**config.mk**
```make
export PLATFORM = sky130hd
export DESIGN_NAME = uart_load_ctrl_flat
export DESIGN_NICKNAME = d
export VERILOG_FILES = /design/src/rtl/uart_load_ctrl_pkg.sv /design/src/rtl/uart_load_ctrl_if.sv /design/src/rtl/uart_load_ctrl_load_fifo.sv /design/src/rtl/uart_load_ctrl.sv /design/src/flat_wrapper.sv
export SDC_FILE = /design/constraint.sdc
export NUM_CORES = 1
export LEC_CHECK = 0
export BUFFER_PORTS_ARGS = -buffer_cell sky130_fd_sc_hd__buf_2
export CORE_MARGIN = 3
export CORE_UTILIZATION = 62
export DETAILED_ROUTE_END_ITERATION = 8
export HOLD_SLACK_MARGIN = 0.03
export PLACE_DENSITY = 0.8
export SLEW_MARGIN = 20
export SYNTH_ARGS = -nofsm -noshare
export SYNTH_HDL_FRONTEND = slang
export SYNTH_SLANG_ARGS = --single-unit
export TNS_END_PERCENT = 100
```
**constraint.sdc**
```tcl
create_clock -name i_Clock -period 7.3 [get_ports i_Clock]
set_clock_uncertainty 0.2 [all_clocks]
set_input_delay 1.46 -clock i_Clock [delete_from_list [all_inputs] [get_ports i_Clock]]
set_output_delay 1.46 -clock i_Clock [all_outputs]
set_load 0.05 [all_outputs]
```
**src/rtl/uart_load_ctrl_pkg.sv**
```systemverilog
// Shared definitions for the UART ROM-load sequencer: command codes,
// sequencer state encoding and default geometry.
package uart_load_pkg;

  // Command codes carried on the demux channel byte.
  localparam logic [7:0] CMD_START    = 8'h00;
  localparam logic [7:0] CMD_SET_ADDR = 8'h01;
  localparam logic [7:0] CMD_DATA     = 8'h02;
  localparam logic [7:0] CMD_END      = 8'h03;

  // Default geometry of the load path.
  localparam int DEFAULT_ADDR_W     = 22;
  localparam int DEFAULT_FIFO_DEPTH = 16;

  // Sequencer states.
  typedef enum logic [1:0] {
    S_IDLE  = 2'd0,
    S_LOAD  = 2'd1,
    S_DRAIN = 2'd2,
    S_DONE  = 2'd3
  } load_state_t;

endpackage

```
**src/rtl/uart_load_ctrl_if.sv**
```systemverilog
// Bus bundle between the packet demux / memory write port (master side)
// and the load sequencer (slave side).
interface uart_load_ctrl_if
  import uart_load_pkg::*;
#(
  parameter int ADDR_W = DEFAULT_ADDR_W
);
  // Demux stream
  logic [7:0]        i_addr;
  logic [7:0]        i_data;
  logic              i_write;
  logic              i_checksum_error;
  // Memory write port
  logic [ADDR_W-1:0] o_mem_addr;
  logic [7:0]        o_mem_data;
  logic              o_mem_req;
  logic              i_mem_ack;

  modport slave (
    input  i_addr, i_data, i_write, i_checksum_error, i_mem_ack,
    output o_mem_addr, o_mem_data, o_mem_req
  );

  modport master (
    output i_addr, i_data, i_write, i_checksum_error, i_mem_ack,
    input  o_mem_addr, o_mem_data, o_mem_req
  );
endinterface

```
**src/rtl/uart_load_ctrl_load_fifo.sv**
```systemverilog
// Small synchronous FIFO holding tagged {address, byte} entries between
// the command decoder and the memory write port. Flush beats push and pop;
// a push while full is dropped.
module load_fifo #(
  parameter int WIDTH = 30,
  parameter int DEPTH = 16,
  localparam int PTR_W = $clog2(DEPTH),
  localparam int CNT_W = PTR_W + 1
) (
  input  logic             i_Clock,
  input  logic             RESET,
  input  logic             push,
  input  logic [WIDTH-1:0] push_data,
  input  logic             pop,
  input  logic             flush,
  output logic [WIDTH-1:0] pop_data,
  output logic             full,
  output logic             empty,
  output logic [CNT_W-1:0] count
);

  logic [WIDTH-1:0] mem_q [DEPTH];
  logic [PTR_W-1:0] wr_ptr_q, wr_ptr_d;
  logic [PTR_W-1:0] rd_ptr_q, rd_ptr_d;
  logic [CNT_W-1:0] count_q, count_d;
  logic             push_ok;
  logic             pop_ok;

  assign full     = (count_q == CNT_W'(DEPTH));
  assign empty    = (count_q == {CNT_W{1'b0}});
  assign count    = count_q;
  assign pop_data = mem_q[rd_ptr_q];

  // Next pointer/occupancy; flush clears everything regardless of push/pop.
  always_comb begin
    push_ok  = push && !full && !flush;
    pop_ok   = pop && !empty && !flush;
    wr_ptr_d = wr_ptr_q;
    rd_ptr_d = rd_ptr_q;
    count_d  = count_q;
    if (flush) begin
      wr_ptr_d = {PTR_W{1'b0}};
      rd_ptr_d = {PTR_W{1'b0}};
      count_d  = {CNT_W{1'b0}};
    end else begin
      if (push_ok) begin
        wr_ptr_d = wr_ptr_q + PTR_W'(1'b1);
      end else begin
        wr_ptr_d = wr_ptr_q;
      end
      if (pop_ok) begin
        rd_ptr_d = rd_ptr_q + PTR_W'(1'b1);
      end else begin
        rd_ptr_d = rd_ptr_q;
      end
      case ({push_ok, pop_ok})
        2'b10:   count_d = count_q + CNT_W'(1'b1);
        2'b01:   count_d = count_q - CNT_W'(1'b1);
        default: count_d = count_q;
      endcase
    end
  end

  // Pointer and occupancy registers.
  always_ff @(posedge i_Clock) begin
    if (RESET) begin
      wr_ptr_q <= {PTR_W{1'b0}};
      rd_ptr_q <= {PTR_W{1'b0}};
      count_q  <= {CNT_W{1'b0}};
    end else begin
      wr_ptr_q <= wr_ptr_d;
      rd_ptr_q <= rd_ptr_d;
      count_q  <= count_d;
    end
  end

  // Entry storage; contents need no reset because occupancy gates reads.
  always_ff @(posedge i_Clock) begin
    if (push_ok) begin
      mem_q[wr_ptr_q] <= push_data;
    end
  end

endmodule

```
**src/rtl/uart_load_ctrl.sv**
```systemverilog
// ROM-load sequencer: decodes demux commands into tagged bytes, queues them,
// writes them out over a req/ack port, and holds the core in reset meanwhile.
module uart_load_ctrl
  import uart_load_pkg::*;
#(
  parameter int ADDR_W     = DEFAULT_ADDR_W,
  parameter int FIFO_DEPTH = DEFAULT_FIFO_DEPTH
) (
  input  logic             i_Clock,
  input  logic             RESET,
  uart_load_ctrl_if.slave  bus,
  output logic             o_core_reset,
  output logic             o_loading,
  output logic             o_done,
  output logic             o_error
);

  localparam int CNT_W = $clog2(FIFO_DEPTH) + 1;
  localparam int ENT_W = ADDR_W + 8;

  load_state_t       state_q, state_d;
  logic [ADDR_W-1:0] ptr_q, ptr_d;
  logic              core_reset_q, core_reset_d;
  logic              loading_q, loading_d;
  logic              done_q, done_d;
  logic              error_q, error_d;
  logic              chk_q, chk_d;
  logic              req_q, req_d;
  logic [ADDR_W-1:0] mem_addr_q, mem_addr_d;
  logic [7:0]        mem_data_q, mem_data_d;

  logic              start_cmd, set_addr_cmd, data_cmd, end_cmd;
  logic              chk_rise;
  logic              fifo_push, fifo_pop, fifo_flush;
  logic              fifo_full, fifo_empty;
  logic [CNT_W-1:0]  fifo_count;
  logic [ENT_W-1:0]  fifo_rd_data;

  assign start_cmd    = bus.i_write && (bus.i_addr == CMD_START);
  assign set_addr_cmd = bus.i_write && (bus.i_addr == CMD_SET_ADDR);
  assign data_cmd     = bus.i_write && (bus.i_addr == CMD_DATA);
  assign end_cmd      = bus.i_write && (bus.i_addr == CMD_END);
  assign chk_rise     = bus.i_checksum_error && !chk_q;

  load_fifo #(
    .WIDTH (ENT_W),
    .DEPTH (FIFO_DEPTH)
  ) u_fifo (
    .i_Clock   (i_Clock),
    .RESET     (RESET),
    .push      (fifo_push),
    .push_data ({ptr_q, bus.i_data}),
    .pop       (fifo_pop),
    .flush     (fifo_flush),
    .pop_data  (fifo_rd_data),
    .full      (fifo_full),
    .empty     (fifo_empty),
    .count     (fifo_count)
  );

  // Command decode and sequencer state; START overrides everything else.
  always_comb begin
    state_d      = state_q;
    ptr_d        = ptr_q;
    core_reset_d = core_reset_q;
    done_d       = done_q;
    error_d      = error_q;
    fifo_push    = 1'b0;
    fifo_flush   = 1'b0;
    chk_d        = bus.i_checksum_error;

    case (state_q)
      S_IDLE: begin
        state_d = S_IDLE;
      end
      S_LOAD: begin
        if (set_addr_cmd) begin
          ptr_d = {ptr_q[ADDR_W-9:0], bus.i_data};
        end else if (data_cmd) begin
          // A byte arriving at full is lost, but its address slot is still consumed.
          fifo_push = 1'b1;
          ptr_d     = ptr_q + ADDR_W'(1'b1);
          if (fifo_full) begin
            error_d = 1'b1;
          end else begin
            error_d = error_q;
          end
        end else if (end_cmd) begin
          state_d = S_DRAIN;
        end else begin
          state_d = S_LOAD;
        end
      end
      S_DRAIN: begin
        if ((fifo_count == {CNT_W{1'b0}}) && !req_q) begin
          state_d      = S_DONE;
          done_d       = 1'b1;
          core_reset_d = 1'b0;
        end else begin
          state_d = S_DRAIN;
        end
      end
      S_DONE: begin
        state_d = S_DONE;
      end
      default: begin
        state_d = S_IDLE;
      end
    endcase

    if (start_cmd) begin
      state_d      = S_LOAD;
      ptr_d        = {ADDR_W{1'b0}};
      fifo_push    = 1'b0;
      fifo_flush   = 1'b1;
      core_reset_d = 1'b1;
      done_d       = 1'b0;
      error_d      = 1'b0;
    end else begin
      fifo_flush = 1'b0;
    end

    // Checksum trouble is recorded even in the cycle a START clears the flag.
    if (chk_rise) begin
      error_d = 1'b1;
    end else begin
      error_d = error_d;
    end

    loading_d = (state_d == S_LOAD) || (state_d == S_DRAIN);
  end

  // Memory handshake: present one entry, hold it until acked, then idle a cycle.
  always_comb begin
    req_d      = req_q;
    mem_addr_d = mem_addr_q;
    mem_data_d = mem_data_q;
    fifo_pop   = 1'b0;
    if (req_q) begin
      if (bus.i_mem_ack) begin
        req_d = 1'b0;
      end else begin
        req_d = 1'b1;
      end
    end else if (!fifo_empty && !fifo_flush) begin
      fifo_pop   = 1'b1;
      req_d      = 1'b1;
      mem_addr_d = fifo_rd_data[ENT_W-1:8];
      mem_data_d = fifo_rd_data[7:0];
    end else begin
      req_d = 1'b0;
    end
  end

  // State and output registers.
  always_ff @(posedge i_Clock) begin
    if (RESET) begin
      state_q      <= S_IDLE;
      ptr_q        <= {ADDR_W{1'b0}};
      core_reset_q <= 1'b0;
      loading_q    <= 1'b0;
      done_q       <= 1'b0;
      error_q      <= 1'b0;
      chk_q        <= 1'b0;
      req_q        <= 1'b0;
      mem_addr_q   <= {ADDR_W{1'b0}};
      mem_data_q   <= 8'h00;
    end else begin
      state_q      <= state_d;
      ptr_q        <= ptr_d;
      core_reset_q <= core_reset_d;
      loading_q    <= loading_d;
      done_q       <= done_d;
      error_q      <= error_d;
      chk_q        <= chk_d;
      req_q        <= req_d;
      mem_addr_q   <= mem_addr_d;
      mem_data_q   <= mem_data_d;
    end
  end

  assign bus.o_mem_req  = req_q;
  assign bus.o_mem_addr = mem_addr_q;
  assign bus.o_mem_data = mem_data_q;
  assign o_core_reset   = core_reset_q;
  assign o_loading      = loading_q;
  assign o_done         = done_q;
  assign o_error        = error_q;

endmodule

```
**src/flat_wrapper.sv**
```systemverilog
// flat-port wrapper written by rule: the top's interface ports become plain ports
module uart_load_ctrl_flat import uart_load_pkg::*;
#(
  parameter int ADDR_W     = DEFAULT_ADDR_W,
  parameter int FIFO_DEPTH = DEFAULT_FIFO_DEPTH
)
  (i_Clock, RESET, o_core_reset, o_loading, o_done, o_error, bus_i_addr, bus_i_data, bus_i_write, bus_i_checksum_error, bus_i_mem_ack, bus_o_mem_addr, bus_o_mem_data, bus_o_mem_req);
  uart_load_ctrl_if #(.ADDR_W(ADDR_W)) bus_i ();
  input  logic i_Clock;
  input  logic RESET;
  output logic o_core_reset;
  output logic o_loading;
  output logic o_done;
  output logic o_error;
  input wire logic [$bits(bus_i.i_addr)-1:0] bus_i_addr;
  input wire logic [$bits(bus_i.i_data)-1:0] bus_i_data;
  input wire logic [$bits(bus_i.i_write)-1:0] bus_i_write;
  input wire logic [$bits(bus_i.i_checksum_error)-1:0] bus_i_checksum_error;
  input wire logic [$bits(bus_i.i_mem_ack)-1:0] bus_i_mem_ack;
  output wire logic [$bits(bus_i.o_mem_addr)-1:0] bus_o_mem_addr;
  output wire logic [$bits(bus_i.o_mem_data)-1:0] bus_o_mem_data;
  output wire logic [$bits(bus_i.o_mem_req)-1:0] bus_o_mem_req;
  assign bus_i.i_addr = bus_i_addr;
  assign bus_i.i_data = bus_i_data;
  assign bus_i.i_write = bus_i_write;
  assign bus_i.i_checksum_error = bus_i_checksum_error;
  assign bus_i.i_mem_ack = bus_i_mem_ack;
  assign bus_o_mem_addr = bus_i.o_mem_addr;
  assign bus_o_mem_data = bus_i.o_mem_data;
  assign bus_o_mem_req = bus_i.o_mem_req;
  uart_load_ctrl #(.ADDR_W(ADDR_W), .FIFO_DEPTH(FIFO_DEPTH)) u_core (.i_Clock(i_Clock), .RESET(RESET), .bus(bus_i), .o_core_reset(o_core_reset), .o_loading(o_loading), .o_done(o_done), .o_error(o_error));
endmodule
```
**Word level (Yosys, flattened, before mapping)**

Memories as Yosys holds them, arrays and structs flattened. A register that Yosys moved wholly into a read port is not among the register bits.
Index checks and enable logic that the tools add are counted.
W data, S select, Z words.

- Register bits: 43
- Bits in writable memories: 480
- Input port bits: 21
- Memories kept: 1

- Add/subtract/negate cells: 5
- Equal/unequal tests: 12
- Multiplexer cells: 29
- Bitwise logic cells: 1
- Reduce and logical (&&, ||, !) cells: 34

Memory list:

| name | depth | width | read ports | clocked after memory_dff | wr ports | line | source |
|---|---|---|---|---|---|---|---|
| u_core.u_fifo.mem_q | 16 | 30 | 1 | 1 | 1 | uart_load_ctrl_load_fifo.sv:22 | `logic [WIDTH-1:0] mem_q [DEPTH];` |

Operators by type and width:

| cell | count |
|---|---|
| $mux W22 | 2 |
| $add A22 B1 Y22 const B | 1 |
| $mux W1 | 21 |
| $eq A8 B2 Y1 const B | 2 |
| $logic_and A1 B1 Y1 | 11 |
| $pmux W5 S2 | 1 |
| $reduce_bool A3 Y1 | 3 |
| $add A4 B1 Y4 const B | 2 |
| $eq A2 B2 Y1 const B | 4 |
| $eq A8 B1 Y1 const B | 1 |
| $logic_not A8 Y1 | 1 |
| $mux W2 | 4 |
| $pmux W2 S4 | 1 |
| $reduce_and A2 Y1 | 4 |
| $reduce_bool A2 Y1 | 4 |
| $eq A2 B1 Y1 const B | 3 |
| $add A5 B1 Y5 const B | 1 |
| $eq A5 B5 Y1 const B | 1 |
| $logic_not A1 Y1 | 5 |
| $logic_not A5 Y1 | 1 |
| $sub A5 B1 Y5 const B | 1 |
| $reduce_and A4 Y1 | 1 |
| $reduce_or A2 Y1 | 2 |
| $ne A3 B2 Y1 const B | 1 |
| 3 further kinds | 3 |

**Logic depth before layout (Yosys ltp)**

Gate-level depths: netlist of run 1.

- Word-level depth: 11
- Mapped depth: 15
- Mapped depth without buffers: 12

**Hierarchy**

Synthesis of run 1 repeated with hierarchy kept, for this count alone.

- Cells, all modules: 1151
- Area, all modules: 21846.0 µm²

By module, submodules not included:

| module | times used | cells an instance | area each (µm²) | seq. area each (µm²) |
|---|---|---|---|---|
| load_fifo | 1 | 789 | 18970.7 | 14754.2 |
| uart_load_ctrl | 1 | 362 | 2875.3 | 1201.2 |

**Worst setup path before layout of run 1**

Ideal clock, no wire load.

- Path kind: input -> register
- Start point: input port bus_i_addr[5]
- End point: memory u_core.u_fifo.mem_q[0][0], enable pin
- Library setup time: 0.455 ns
- Arrival: 4.958 ns
- Required time: 6.645 ns
- Setup slack: 1.687 ns
- Stages: 7
- Path buffers: 2
- Cells stage by stage: or4_1 -> buf_2 -> nor4_2 -> and2_1 -> buf_2 -> nand2_1 -> nor3_1

- Word-level cells in the longest chain between the ends: 10

RTL lines:

| item | line | source |
|---|---|---|
| start, declared | flat_wrapper.sv:15 | `input wire logic [$bits(bus_i.i_addr)-1:0] bus_i_addr;` |
| $eq A8 B2 Y1 | uart_load_ctrl.sv:41 | `assign data_cmd = bus.i_write && (bus.i_addr == CMD_DATA);` |
| $logic_and A1 B1 Y1 | uart_load_ctrl.sv:41 |  |
| $mux W1 | uart_load_ctrl.sv:79 | `end else if (data_cmd) begin` |
| $mux W1 | uart_load_ctrl.sv:77 | `if (set_addr_cmd) begin` |
| $mux W1 | uart_load_ctrl.sv:72 | `case (state_q)` |
| $mux W1 | uart_load_ctrl.sv:111 | `if (start_cmd) begin` |
| $logic_and A1 B1 Y1 | uart_load_ctrl_load_fifo.sv:36 | `push_ok = push && !full && !flush;` |
| $logic_and A1 B1 Y1 (*) | uart_load_ctrl_load_fifo.sv:36 |  |
| $mux W1 (*) | uart_load_ctrl_load_fifo.sv:79 | `if (push_ok) begin` |
| $mux W1 (not written as such) (*) | uart_load_ctrl_load_fifo.sv:80 | `mem_q[wr_ptr_q] <= push_data;` |
| end, declared | uart_load_ctrl_load_fifo.sv:22 |  |

Mark *: on every way between the ends. The rest lies on a longest branch, timed or not.

**Worst setup path after layout of run 1**

- Start point: input port bus_i_addr[5]
- End point: register u_core.u_fifo.count_q[4], in the netlist u_core.u_fifo.count[4]

- Word-level cells in the longest chain between the ends: 11

RTL lines:

| item | line | source |
|---|---|---|
| $logic_not A8 Y1 | uart_load_ctrl.sv:39 | `assign start_cmd = bus.i_write && (bus.i_addr == CMD_START);` |
| $logic_and A1 B1 Y1 | uart_load_ctrl.sv:39 |  |
| $mux W1 | uart_load_ctrl.sv:111 |  |
| $logic_not A1 Y1 | uart_load_ctrl_load_fifo.sv:36, uart_load_ctrl_load_fifo.sv:37, uart_load_ctrl.sv:145 |  |
| $logic_and A1 B1 Y1 | uart_load_ctrl.sv:145 | `end else if (!fifo_empty && !fifo_flush) begin` |
| $mux W1 | uart_load_ctrl.sv:145 |  |
| $mux W1 | uart_load_ctrl.sv:139 | `if (req_q) begin` |
| $logic_and A1 B1 Y1 (2 in series) | uart_load_ctrl_load_fifo.sv:37 | `pop_ok = pop && !empty && !flush;` |
| $eq A2 B1 Y1 / $eq A2 B2 Y1 (equally long branches) | uart_load_ctrl_load_fifo.sv:56 | `case ({push_ok, pop_ok})` |
| $pmux W5 S2 / $reduce_bool A2 Y1 (equally long branches) | - |  |
| end signal, assigned | uart_load_ctrl_load_fifo.sv:69 | `count_q <= {CNT_W{1'b0}};` |
| end signal, assigned | uart_load_ctrl_load_fifo.sv:73 | `count_q <= count_d;` |
| end, declared | uart_load_ctrl_load_fifo.sv:25 | `logic [CNT_W-1:0] count_q, count_d;` |

Parallel ways exist; a longest one is shown, timed or not.
A chain may end at the register's enable or synchronous reset.

==> results of run 1 <==
[power by group through the flow]
stage / logic, µW / clock network (µW) / registers, µW
3_5_place_dp: 1330 / 0 / 3650
4_1_cts: 1350 / 2890 / 3590
2_1_floorplan: 836 / 0 / 3830
3_3_place_gp: 1320 / 0 / 3650
5_1_grt: 1460 / 3020 / 3600
6_report: 1350 / 2880 / 3590
[cell usage after synthesis, types with 8 or more instances]
master	instances
edfxtp_1	480
mux4_2	120
nand2_1	118
dfxtp_1	73
a21oi_1	64
a22oi_1	61
clkbuf_1	47
nor2_1	36
buf_2	17
o21ai_0	16
nand3_1	13
nor3_1	13
ha_1	10
inv_1	10
nor2b_1	8
[through the flow]
step / cells / setup WS (ps) / area, µm² / hold WS (ps) / utilization
after floorplan: 1197 / 1687 / 21510 / 236.4 / -
after global placement: 1635 / 1543 / 22260 / 232.3 / 0.6572
after detailed placement: 1635 / 1463 / 22260 / 237.5 / 0.6573
after CTS: 1735 / 2024 / 24100 / 247.7 / 0.7117
after global routing: 1746 / 1803 / 24400 / 268.2 / 0.7204
final: 1746 / 2005 / 24400 / 250.8 / 0.7204
[layout make-up]
cell class,instances,share of cell area
multi-input combinational,559,0.2225
inverter,11,0.001692
tap,448,0.02298
sequential,553,0.6510
clock inverter,25,0.01313
timing repair buffer,75,0.02636
clock buffer,75,0.06236
[cell families after synthesis]
| kind of cell | after synthesis | synth area share |
|---|---|---|
| compound gates | 183 | 0.05624 |
| buf+inv | 85 | 0.01687 |
| simple gates | 235 | 0.05228 |
| fa+ha+maj | 11 | 0.006746 |
| xor+xnor | 6 | 0.002443 |
| mux | 124 | 0.1275 |
| flops | 553 | 0.7379 |
[state kept, by name, indices dropped and copies added, names as in the netlist]
signal / cells
u_core.u_fifo.mem_q: 480
u_core.bus.o_mem_addr: 22
u_core.ptr_q: 22
u_core.bus.o_mem_data: 8
u_core.u_fifo.count: 5
u_core.u_fifo.rd_ptr_q: 4
u_core.u_fifo.wr_ptr_q: 4
u_core.state_q: 2
u_core.bus.o_mem_req: 1
u_core.chk_q: 1
u_core.o_core_reset: 1
u_core.o_done: 1
u_core.o_error: 1
u_core.o_loading: 1
[metal layers]
layer / GRT usage / vias up / part of all wire
li1: - / 4921 / -
met5: 0 / - / 0
met2: 0.4561 / 793 / 0.50
met3: 0.05341 / 93 / 0.095
met1: 0.3883 / 6207 / 0.37
met4: 0.1065 / 0 / 0.027
[worst min-delay path by stage]
stage / start / end / slack, ps / depth (start not counted)
floorplan: u_core.chk_q$_SDFF_PP0_ / u_core.o_error$_SDFFE_PP0P_ / 240 / 2
global placement: u_core.o_done$_SDFFE_PP0P_ / u_core.o_done$_SDFFE_PP0P_ / 230 / 2
detailed placement: u_core.o_done$_SDFFE_PP0P_ / u_core.o_done$_SDFFE_PP0P_ / 240 / 2
CTS: u_core.o_done$_SDFFE_PP0P_ / u_core.o_done$_SDFFE_PP0P_ / 250 / 2
global route: u_core.o_done$_SDFFE_PP0P_ / u_core.o_done$_SDFFE_PP0P_ / 270 / 2
finish: u_core.o_done$_SDFFE_PP0P_ / u_core.o_done$_SDFFE_PP0P_ / 250 / 2
[worst max-delay path, cell delays in order]
cell	delay, ps
buf_2	100
or4_1	680
nor4_4	390
or3_2	180
buf_4	440
inv_2	480
ha_1	410
ha_1	320
nor2b_1	160
o21ai_0	200
a21oi_1	120
or4_1	470
a21oi_1	140
==> results.tsv, run 1 <==
metric	value	unit
status	completed	
combinational group share of total power	0.173	
Sequential Power Share	0.458	
Worst Reg2Reg Path Length in Cells	12	
Synth Instances	1197	
Routed WL	51930	µm
Net Count, Synth	1229	
share of layout cells above drive strength 1	0.2496	
First-pass DRT Iterations	5	
number of synthesized register bits	553	
ranking of synthesized cells by area	edfxtp_1 67%, mux4_2 13%, dfxtp_1 6.8%, a22oi_1 2.1%, nand2_1 2.1%	
# diodes	0	
WL per Instance	29.74	µm
Yosys top cell area share	0.6700	
detailed placer's ending HPWL	25800	µm
largest net degree at the start of global routing	124	
Worst-path clk slew	60	ps
capturing point of the worst reg2reg path	u_core.u_fifo.count[4]$_SDFFE_PP0P_	
switch share	0.2725	
setup repair bufs after CTS	0	
synth-to-layout area growth	13.40	%
Gates resized, CTS repair	0	
Clock Power Share	0.369	
part of the cycle the worst path needs	0.7253	
DR vias	12010	
Max Cap Viol	0	
Post-Syn Area	21510	µm²
RR Startpoint	u_core.u_fifo.count[0]$_SDFFE_PP0P_	
most frequent cells in the layout	480 x edfxtp_1, 120 x mux4_2, 118 x nand2_1	
Initial Util	0.6353	
Hold Crit Class	flip-flop to flip-flop	
Post-Syn Area per Cell	17.97	µm²
Tot Pwr	7822	µW
vias per inst	6.881	
Setup crit start kind	primary input	
total number of yosys warnings	0	
initial antenna violation count	0	
IO Pins	56	
commonest non-fill, non-tap cell in the layout	edfxtp_1	
GRT Total Usage	0.2814	
core area	33870	µm²
CP arrival	5590	ps
Sequential Area	15880	µm²
relative slew slack	0.2352	
Crit Path Class	primary input to flip-flop	
Max IR drop VDD	0.2254	mV
CTS sink cnt	553	
CP Launch Point	bus_i_addr[5]	
gr ovfl total	0	
die width	192.3	µm
asr flop ratio synth	0	
Clk Latency, worst-skew pair	570	ps
cts bufs inserted	53	
row count	67	
clock root buffer master	clkbuf_16	
Hold Vio Cnt, Final	0	
critical path peak fanout	35	
GP Congestion	0.7823	
die area	36970	µm²
RSZ-0062 raised after global routing	no	
Max clock buf depth	3	
fill count	1944	
internal power	5691	µW
Final setup viols	0	
Top FF cell, synth	edfxtp_1	
Port Buffers	55	
Slew @ Worst Pin	1145	ps
number of flops mapped to enable cells by yosys	480	
die height	192.3	µm
Final ANT Viol Nets	0	
cts hold-fix bufs	0	
area of the multi-input gates	5428	µm²
sequential fraction of the synthesis area	0.7379	
Sw Pwr	2131	µW
Critical Path End Type	flip-flop	
# DRC	0	
vias in the first global route	12330	
FMAX	188.9	MHz
Required @ worst endpoint	7600	ps
end point of the critical path	u_core.u_fifo.count[4]$_SDFFE_PP0P_	
setup tns final	0	ps
TritonCTS clock tree	done	
first-pass GRT wire length	76370	µm
H-Tree Level Count	2	
Nets	1285	
Slew Limit Fails	0	
Leak	0.008340	µW
Distinct cells, synth	63	
r2r setup slk	2910	ps
min cycle time layout	5295	ps
Pwr Density	320.6	nW/µm²
post-synth top area cell	edfxtp_1	
Initial DRC Count	1619	
(Power assumes the default switching activity.)
==> inputs of run 2 (changes only) <==
==> constraint.sdc (replaced) <==
create_clock -name i_Clock -period 4.9 [get_ports i_Clock]
set_clock_uncertainty 0.2 [all_clocks]
set_input_delay 0.98 -clock i_Clock [delete_from_list [all_inputs] [get_ports i_Clock]]
set_output_delay 0.98 -clock i_Clock [all_outputs]
set_load 0.05 [all_outputs]
==> results.tsv, run 2 (synthesis gave the netlist of run 1 again) <==
metric	value	unit
CP delay by family, top	simple AND/OR/NAND/NOR gates	
vias in the first global route	12310	
part of the cycle the worst path needs	0.8090	
H-Tree Level Count	2	
critical path peak fanout	7	
First-pass DRT Iterations	5	
Setup crit start kind	primary input	
Pwr Density	475.4	nW/µm²
DP Cell Count	1661	
TritonCTS clock tree	done	
Max Cap Viol	0	
FMAX	252.3	MHz
commonest non-fill, non-tap cell in the layout	edfxtp_1	
die height	192.3	µm
die area	36970	µm²
non-filler cells, final	1759	
status	completed	
clock root buffer master	clkbuf_16	
Nets	1299	
cts bufs inserted	52	
worst path bufs/invs	2	
CP Cell Sequence	buf_2 > or4_1 > nor4_2 > and2_1 > inv_1 > ha_1 > ha_1 > nor2b_1 > o21ai_0 > a21oi_1 > or4_1 > a21oi_1	
Hold Vio Cnt, Final	0	
Initial Util	0.6353	
first-pass GRT wire length	78980	µm
largest net degree at the start of global routing	51	
Hold Crit Class	flip-flop to flip-flop	
Required @ worst endpoint	5210	ps
WL per Instance	30.05	µm
Max clock buf depth	3	
Final ANT Viol Nets	0	
GRT Total Usage	0.2941	
CP max-delay cell	or4_1	
fill count	1919	
die width	192.3	µm
Worst-path clk slew	70	ps
core area	33870	µm²
Slew Limit Fails	0	
most frequent cells in the layout	480 x edfxtp_1, 120 x mux4_2, 118 x nand2_1	
row count	67	
most flop-heavy register	u_core.u_fifo.mem_q	
detailed placer's ending HPWL	28900	µm
Port Buffers	55	
GP Congestion	0.8114	
setup repair bufs after CTS	0	
Crit Path Class	primary input to flip-flop	
RSZ-0062 raised after global routing	no	
share of layout cells above drive strength 1	0.2555	
setup tns final	0	ps
cts hold-fix bufs	0	
synth-to-layout area growth	13.72	%
max reg flops	480	
Max IR drop VDD	0.4450	mV
gr ovfl total	0	
relative slew slack	0.2608	
Final setup viols	0	
# diodes	0	
Gates resized, CTS repair	0	
CP max stage delay	680	ps
Routed WL	52870	µm
Initial DRC Count	1430	
Slew @ Worst Pin	1107	ps
initial antenna violation count	1	
CP arrival	4280	ps
IO Pins	56	
# DRC	0	
CTS sink cnt	553	
Critical Path End Type	flip-flop	
Clk Latency, worst-skew pair	580	ps
Leak	0.008442	µW
min cycle time layout	3964	ps
DR vias	12160	
vias per inst	6.913	
run 2: path summary, 6_finish.rpt:
check	from	endpoint	slack, ps	cells after the start
max reg2reg	u_core.u_fifo.count[0]$_SDFFE_PP0P_	u_core.u_fifo.count[4]$_SDFFE_PP0P_	1340	12
min reg2reg	u_core.bus.o_mem_addr[20]$_SDFFE_PP0N_	u_core.bus.o_mem_addr[20]$_SDFFE_PP0N_	250	2
min	u_core.bus.o_mem_addr[20]$_SDFFE_PP0N_	u_core.bus.o_mem_addr[20]$_SDFFE_PP0N_	250	2
max	bus_i_addr[5]	u_core.u_fifo.count[4]$_SDFFE_PP0P_	940	12
run 2: report_power, final:
group,total (µW),switching (µW),leakage [µW],internal (µW)
clock,4250,1740,0.000893,2520
combinational,1980,1240,0.00201,739
sequential,5400,212,0.00554,5180
total,11600,3190,0.00844,8440
run 2: area by class of cell:
cell class,instances,area [µm²],share of cell area
Clock inverter,24,320.3,0.01309
Sequential cell,553,15880,0.6492
Multi-Input combinational cell,559,5441,0.2224
Timing Repair Buffer,90,713.2,0.02915
Inverter,11,41.29,0.001688
Clock buffer,74,1506,0.06157
Tap cell,448,560.5,0.02291
run 2: metal layers:
layer / vias up / track usage / wire length [µm]
met1: 6294 / 0.4074 / 19350
met3: 130 / 0.04814 / 5185
met5: - / 0 / 0
li1: 4950 / - / -
met4: 0 / 0.09751 / 1523
met2: 786 / 0.4872 / 26800
run 2: through the flow:
stage | instance area, µm² | hold slack, ps | worst slack [ps] | total power (µW) | util
CTS | 24470 | 255.8 | 947.4 | 11670 | 0.7224
global placement | 22640 | 237.8 | 494.4 | 7415 | 0.6685
finish | 24470 | 251.7 | 935.8 | 11630 | 0.7224
global route | 24470 | 270.9 | 761.7 | 11970 | 0.7224
detailed placement | 22640 | 244.6 | 371.3 | 7463 | 0.6685
floorplan | 21530 | 236.4 | 570.3 | 6898 | -
run 2: worst reg2reg max path: stages (launching register included):
cell	delay, ps
dfxtp_1	340
nor4_1	580
nand2_1	200
and2_1	270
inv_1	110
ha_1	240
inv_1	100
fa_1	380
nor2b_1	170
o21ai_0	140
and3_1	220
or4_1	390
a21oi_1	150
==> inputs of run 3 (changes only) <==
--- a/config.mk
+++ b/config.mk
@@ -7,10 +7,10 @@
 export LEC_CHECK = 0
 export BUFFER_PORTS_ARGS = -buffer_cell sky130_fd_sc_hd__buf_2
 export CORE_MARGIN = 3
-export CORE_UTILIZATION = 62
+export CORE_UTILIZATION = 56
 export DETAILED_ROUTE_END_ITERATION = 8
 export HOLD_SLACK_MARGIN = 0.03
-export PLACE_DENSITY = 0.8
+export PLACE_DENSITY = 0.77
 export SLEW_MARGIN = 20
 export SYNTH_ARGS = -nofsm -noshare
 export SYNTH_HDL_FRONTEND = slang
==> constraint.sdc (replaced) <==
create_clock -name i_Clock -period 3.35 [get_ports i_Clock]
set_clock_uncertainty 0.2 [all_clocks]
set_input_delay 0.67 -clock i_Clock [delete_from_list [all_inputs] [get_ports i_Clock]]
set_output_delay 0.67 -clock i_Clock [all_outputs]
set_load 0.05 [all_outputs]
==> results.tsv, run 3 (synthesis gave the netlist of run 1 again) <==
metric	value	unit
detailed placer's ending HPWL	27600	µm
# DRC	0	
min cycle time layout	3126	ps
Critical Path End Type	flip-flop	
row count	71	
die width	202.0	µm
max reg flops	480	
Hold Crit Class	primary input to flip-flop	
Slew Limit Fails	0	
cts hold-fix bufs	0	
critical path peak fanout	4	
clock root buffer master	clkbuf_16	
status	completed	
First-pass DRT Iterations	5	
Crit Path Class	flip-flop to flip-flop	
RSZ-0062 raised after global routing	no	
WL met1	18550	µm
die height	202.0	µm
initial antenna violation count	0	
non-filler cells, final	1871	
placed inst area	23310	µm²
setup repair bufs after CTS	0	
CP Cell Sequence	nor4_1 > nand2_1 > and2_1 > inv_1 > ha_4 > inv_2 > fa_2 > nor2b_4 > o21ai_1 > and3_1 > or4_1 > a21oi_1	
Required @ worst endpoint	3650	ps
Routed WL	48570	µm
capturing point of the worst reg2reg path	u_core.u_fifo.count[4]$_SDFFE_PP0P_	
worst hold endpoint	u_core.chk_q$_SDFF_PP0_	
CP arrival	3430	ps
WL met3	4366	µm
DP Cell Count	1772	
Nets	1348	
Setup crit start kind	flip-flop	
cts bufs inserted	53	
area of the multi-input gates	5494	µm²
worst path bufs/invs	2	
Slew @ Worst Pin	910.9	ps
DR vias	11870	
commonest non-fill, non-tap cell in the layout	edfxtp_1	
relative slew slack	0.3915	
share of layout cells above drive strength 1	0.2801	
CP max stage delay	490	ps
# diodes	0	
CP delay by family, top	simple AND/OR/NAND/NOR gates	
Max clock buf depth	3	
Final ANT Viol Nets	0	
FMAX	319.9	MHz
uppermost layer routed	met4	
part of the cycle the worst path needs	0.9330	
first-pass GRT wire length	73720	µm
Worst-path clk slew	60	ps
fill count	2383	
Tot Pwr	16560	µW
Worst Reg2Reg Path Length in Cells	12	
gr ovfl total	0	
WL per Instance	25.96	µm
die area	40810	µm²
wire length on met2	24050	µm
Max IR drop VDD	0.7378	mV
Clk Latency, worst-skew pair	570	ps
H-Tree Level Count	2	
Gates resized, CTS repair	0	
TritonCTS clock tree	done	
vias in the first global route	12220	
Final setup viols	0	
GP Congestion	0.8066	
Cells on Worst Hold Path	2	
core area	37760	µm²
CP max-delay cell	nor4_1	
Leak	0.008641	µW
most flop-heavy register	u_core.u_fifo.mem_q	
synth-to-layout area growth	15.95	%
Max Cap Viol	0	
Initial Util	0.5698	
GRT Total Usage	0.2400	
IO Pins	56	
largest net degree at the start of global routing	69	
vias per inst	6.344	
hold path startpoint	bus_i_checksum_error	
Post-Layout Inst Area	24950	µm²
Sequential Area	15880	µm²
CTS sink cnt	553	
RR Startpoint	u_core.u_fifo.count[0]$_SDFFE_PP0P_	
setup tns final	0	ps
r2r setup slk	220	ps
Initial DRC Count	1302	
Hold Vio Cnt, Final	0	
most frequent cells in the layout	480 x edfxtp_1, 120 x mux4_2, 115 x nand2_1	
Port Buffers	55	
Pwr Density	663.9	nW/µm²
==> run 3: changes by cell type in the layout (fill, tap and decap cells not counted), moves of 3 or more <==
cell        previous run  this run
nand2_2                0         3
buf_4                 21        55
clkbuf_1              12        24
buf_12                14        28
bufinv_16              7         2
clkinvlp_4             3         0
clkbuf_8               8         5
nand2_1              118       115
==> run 3: how the worst max path moves through the flow <==
stage                                          endpoint  cells after the start                                start  slack (ps)
finish              u_core.u_fifo.count[4]$_SDFFE_PP0P_                     12  u_core.u_fifo.count[0]$_SDFFE_PP0P_         220
global route        u_core.u_fifo.count[4]$_SDFFE_PP0P_                     12  u_core.u_fifo.count[0]$_SDFFE_PP0P_          30
CTS                 u_core.u_fifo.count[4]$_SDFFE_PP0P_                     12  u_core.u_fifo.count[0]$_SDFFE_PP0P_         230
detailed placement  u_core.u_fifo.count[4]$_SDFFE_PP0P_                     13                        bus_i_addr[5]        -240
global placement    u_core.u_fifo.count[4]$_SDFFE_PP0P_                     13                        bus_i_addr[5]        -200
floorplan           u_core.u_fifo.count[4]$_SDFFE_PP0P_                     14                        bus_i_addr[5]        -360
==> run 3: area by class of cell <==
cell class              instances  share of cell area
clock buffers                  82             0.05954
clock inverters                17            0.006069
inverters                      11            0.001756
multi-input cells             559              0.2202
flip-flops and latches        553              0.6367
well taps                     511             0.02563
repair buffers                138             0.05006
==> run 3: metal layers <==
metal  track usage  up-vias
met5             0        -
met4       0.08547        0
met3       0.04799      112
met2        0.3856      622
met1        0.3342     6089
li1              -     5047
==> run 3: where the power goes <==
| group | internal (µW) | switching, µW |
|---|---|---|
| registers | 7580 | 167 |
| logic | 1240 | 1930 |
| clock network | 3210 | 2430 |
==> run 3: through the flow <==
stage | setup WS, ps | util | hold slack (ps)
floorplan | -361.1 | - | 236.4
global placement | -200.5 | 0.6174 | 235.3
detailed placement | -244.2 | 0.6174 | 245.9
CTS | 234.8 | 0.6607 | 143.5
global route | 26.15 | 0.6607 | 158.0
finish | 224.4 | 0.6607 | 160.1
